`src/rtl/pulse_train_generator.sv`:
```
// Burst pulse generator: emits a programmed number of pulses on pulse_out.
// The high and low widths are programmable in clk cycles and latched when start is accepted.
module pulse_train_generator #(
    parameter int W  = 8,
    parameter int TW = 16
) (
    input  logic          clk,
    input  logic          rst,
    input  logic          start,
    input  logic [W-1:0]  count,
    input  logic [TW-1:0] high_cycles,
    input  logic [TW-1:0] low_cycles,
    input  logic          abort,
    output logic          pulse_out,
    output logic          busy,
    output logic          done,
    output logic [W-1:0]  sent
);

    typedef enum logic [1:0] {IDLE, HIGH, LOW} state_t;

    state_t        state_q, state_d;
    logic [W-1:0]  count_q, count_d;
    logic [TW-1:0] high_q, high_d;
    logic [TW-1:0] low_q, low_d;
    logic [TW-1:0] phase_q, phase_d;
    logic [W-1:0]  sent_q, sent_d;
    logic          pulse_q, pulse_d;
    logic          busy_q, busy_d;
    logic          done_q, done_d;
    logic [TW-1:0] high_eff;
    logic [TW-1:0] low_eff;

    // A zero-length phase is widened to one cycle so every pulse is visible.
    assign high_eff = (high_cycles == '0) ? TW'(1) : high_cycles;
    assign low_eff  = (low_cycles == '0) ? TW'(1) : low_cycles;

    always_comb begin
        state_d = state_q;
        count_d = count_q;
        high_d  = high_q;
        low_d   = low_q;
        phase_d = phase_q;
        sent_d  = sent_q;
        pulse_d = pulse_q;
        busy_d  = busy_q;
        done_d  = 1'b0;
        unique case (state_q)
            IDLE: begin
                pulse_d = 1'b0;
                busy_d  = 1'b0;
                if (start) begin
                    sent_d = '0;
                    if (count != '0) begin
                        count_d = count;
                        high_d  = high_eff;
                        low_d   = low_eff;
                        phase_d = high_eff;
                        busy_d  = 1'b1;
                        pulse_d = 1'b1;
                        state_d = HIGH;
                    end else begin
                        done_d = 1'b1;
                    end
                end
            end
            HIGH: begin
                if (abort) begin
                    state_d = IDLE;
                    pulse_d = 1'b0;
                    busy_d  = 1'b0;
                end else if (phase_q == TW'(1)) begin
                    pulse_d = 1'b0;
                    sent_d  = sent_q + W'(1);
                    phase_d = low_q;
                    state_d = LOW;
                end else begin
                    phase_d = phase_q - TW'(1);
                end
            end
            LOW: begin
                // The last pulse still gets its full low gap before the burst ends.
                if (abort) begin
                    state_d = IDLE;
                    pulse_d = 1'b0;
                    busy_d  = 1'b0;
                end else if (phase_q == TW'(1)) begin
                    if (sent_q == count_q) begin
                        state_d = IDLE;
                        busy_d  = 1'b0;
                        done_d  = 1'b1;
                    end else begin
                        pulse_d = 1'b1;
                        phase_d = high_q;
                        state_d = HIGH;
                    end
                end else begin
                    phase_d = phase_q - TW'(1);
                end
            end
            default: state_d = IDLE;
        endcase
    end

    always_ff @(posedge clk) begin
        if (rst) begin
            state_q <= IDLE;
            count_q <= '0;
            high_q  <= '0;
            low_q   <= '0;
            phase_q <= '0;
            sent_q  <= '0;
            pulse_q <= 1'b0;
            busy_q  <= 1'b0;
            done_q  <= 1'b0;
        end else begin
            state_q <= state_d;
            count_q <= count_d;
            high_q  <= high_d;
            low_q   <= low_d;
            phase_q <= phase_d;
            sent_q  <= sent_d;
            pulse_q <= pulse_d;
            busy_q  <= busy_d;
            done_q  <= done_d;
        end
    end

    assign pulse_out = pulse_q;
    assign busy      = busy_q;
    assign done      = done_q;
    assign sent      = sent_q;

endmodule

```
`config.mk`:
```
export PLATFORM = sky130hd
export DESIGN_NAME = pulse_train_generator
export DESIGN_NICKNAME = d
export VERILOG_FILES = /design/src/rtl/pulse_train_generator.sv
export SDC_FILE = /design/constraint.sdc
export NUM_CORES = 1
export LEC_CHECK = 0
export ABC_AREA = 1
export BUFFER_PORTS_ARGS = -buffer_cell sky130_fd_sc_hd__buf_2
export CAP_MARGIN = 20
export CELL_PAD_IN_SITES_DETAIL_PLACEMENT = 1
export CELL_PAD_IN_SITES_GLOBAL_PLACEMENT = 2
export CORE_MARGIN = 5
export CORE_UTILIZATION = 31
export CTS_CLUSTER_SIZE = 30
export DETAILED_ROUTE_END_ITERATION = 7
export GPL_TIMING_DRIVEN = 0
export PLACE_DENSITY_LB_ADDON = 0.1
export SYNTH_ARGS = -nofsm -noshare
export SYNTH_HDL_FRONTEND = slang
export SYNTH_SLANG_ARGS = --single-unit
```
`constraint.sdc`:
```
create_clock -name clk -period 2.2 [get_ports clk]
set_input_delay 0.11 -clock clk [delete_from_list [all_inputs] [get_ports clk]]
set_output_delay 0.11 -clock clk [all_outputs]
set_load 0.005 [all_outputs]
```
==> impl_metrics.ini <==
[timing]
skew_ns = 0.00677
max_freq_ghz = 0.495
worst_slew_pin_slew_ns = 0.765
period_minus_slack_ns = 2.02
timing.hold.ws_ns = 0.0333
rsz0062_at_grt = yes
relSlewSlack = 0.484
final_max_slew_viol_count = 0
setup_violations = 0
hold_violations = 0
fin_ws_ns = 0.179
fin_crit_sh = 0.919

[finish]
final_common_cell = nand2_1
multi_input_area_um2 = 2320
drive_gt1_frac = 0.130
syn2layout_area_growth_pct = 18.6
seq_area_um2 = 1380
diodes = 0
fillCellCount = 1795
layout_common_cells = nand2_1, nor2_1, dfxtp_1, inv_1, nand3_1
fin_nets = 785

[die]
rows = 42
boundaryPins = 55
die_w_um = 125
core-area_um2 = 13100
start_util = 0.314
dieArea_um2 = 15700
die_height_um = 125

[grt]
grt.met2_usage = 0.316
grt_overflow_total = 0
globalRouteMet1Util = 0.278
grt_pass1_wl_um = 24700
use_met3 = 0.0281
gr-max-usage-layer = met2
grt_pass1_vias = 4648
grt_max_degree = 13
antenna_found_initial = 1
grt_usage = 0.197

[hold_path]
hold_class = primary input to flip-flop
min_to = low_q[2]
min-delay-start = low_cycles[2]
hold_depth = 3

[route]
wire_per_inst_um = 16.6
wirelength_um = 15200
routed-via-count = 4483
antenna_left = 0
firstDrtPassIters = 4
avgViaCountPerCell = 4.90
drc_errors = 0
drtIter0Drc = 223

[logic_synthesis]
synth_seq_cells = 69
yosys.area.top_type = dfxtp_1
netlist_area_um2 = 4120
syn_inst = 670
synthTopCellsByArea = dfxtp_1, nand2_1, nand3_1
seq_area_frac_synth = 0.335
syn_area_per_cell_um2 = 6.15
ys_warn_count = 0
synth_nets = 721
synth_cell_types = 32
netlist.area_leader.share = 0.335

[clock_tree]
cts_buffers = 9
path_clk_slew_ns = 0.06
cts.sinks = 69
cts_tree = built
cts_hold_buf = 0
cts_max_level = 3
root_buffer = clkbuf_16
postCtsSetupBuffers = 0
clock_latency_ns = 0.34
clock_path_buffers = 2

[pwr]
finalPower_mw = 4.74
max-vdd-ir-drop_v = 0.000331
power_leakage_nw = 2.30
pwr_density_cell_nw_per_um2 = 970

[worst_setup_path]
start_kind = flip-flop
required_ns = 2.47
cp_max_fo = 10
r2r_cells = 7
r2r_end = count_q[4]
ff2ff_setup_slack_ns = 0.18
crit_arrival_ns = 2.29
crit_path_end_kind = flip-flop
r2r_start = state_q[0]
path_class = flip-flop to flip-flop

[job]
max-cap-violations = 0

[placement]
dp_hpwl_um = 11800
port_buffers = 53
preCtsSetupSlack_ns = -0.0361
place_congestion = 0.831

[run_status]
outcome = finished clean
-- worst max path at each step --
stage                     startpoint     endpoint  slack (ns)
after floorplan           state_q[0]      sent[6]        0.60
after global placement    state_q[1]  phase_q[11]       0.008
after CTS                 state_q[0]    pulse_out        0.15
final                     state_q[0]   count_q[4]        0.18
after global routing      state_q[0]    high_q[3]       -0.02
after detailed placement  state_q[1]  phase_q[11]       -0.04
-- final cells by class --
| cell class | count | share of cell area |
|---|---|---|
| inverter | 70 | 0.0538 |
| clock inverter | 5 | 0.00742 |
| sequential | 69 | 0.283 |
| multi-input combinational | 501 | 0.474 |
| timing repair buffer | 53 | 0.0543 |
| clock buffer | 11 | 0.0497 |
| tap | 176 | 0.0451 |
| buffer | 30 | 0.0333 |
-- per-stage QoR --
stage / setup TNS [ns] / utilization / area, um^2 / cells
after detailed placement: -0.0584 / 0.351 / 4610 / 899
after global placement: 0 / 0.351 / 4610 / 899
after floorplan: 0 / - / 4120 / 670
after CTS: 0 / 0.372 / 4890 / 915
final: 0 / 0.372 / 4890 / 915
after global routing: -0.0244 / 0.372 / 4890 / 915
-- kinds of logic after synthesis --
family / share of synthesized area
xor gates and xnor gates: 0.0191
adders and majority gates: 0.0212
buffers and inverters: 0.103
DFF: 0.335
and+or+nand+nor: 0.389
AOI/OAI and AO/OA: 0.132
-- worst max-delay path, cell delays in order (launching register included) --
cell	delay (ns)
dfxtp_1	0.34
inv_1	0.11
ha_1	0.26
nand3_2	0.22
clkinv_1	0.24
clkbuf_1	0.46
nand2_1	0.13
a21oi_1	0.16
-- where the power goes --
part | leakage (nW) | total (mW) | switching (mW) | internal (mW)
combinational | 1.61 | 1.78 | 1.22 | 0.557
sequential | 0.569 | 1.55 | 0.120 | 1.43
clock | 0.128 | 1.41 | 0.613 | 0.795
total | 2.30 | 4.74 | 1.96 | 2.78
-- sequential cells by signal (all words and copies together), names as in the netlist --
| signal | count |
|---|---|
| high_q | 16 |
| low_q | 16 |
| count_q | 8 |
| done | 1 |
| pulse_out | 1 |
| phase_q | 16 |
| busy | 1 |
| state_q | 2 |
| sent | 8 |
-- Yosys cell counts, drive strengths merged --
library cell / count
a211oi: 6
a21oi: 53
a31oi: 2
and2: 1
buf: 17
clkbuf: 13
clkinv: 1
dfxtp: 69
ha: 7
inv: 69
nand2: 221
nand3: 61
nand3b: 3
nand4: 4
nor2: 81
nor3: 4
nor3b: 1
nor4: 4
o21ai: 43
o21bai: 1
xnor2: 4
xor2: 5
-- layer usage --
layer | vias up | wire [um]
li1 | 2252 | -
met1 | 2147 | 7590
met2 | 70 | 6900
met3 | 14 | 472
met4 | 0 | 195
met5 | - | 0
-- what timing repair did --
action	in CTS	in global routing
endpoints found under the setup margin	6	1
gates resized for setup	1	0
gates cloned	0	0
pin swaps	0	0
Power figures use the tool's default switching activity.
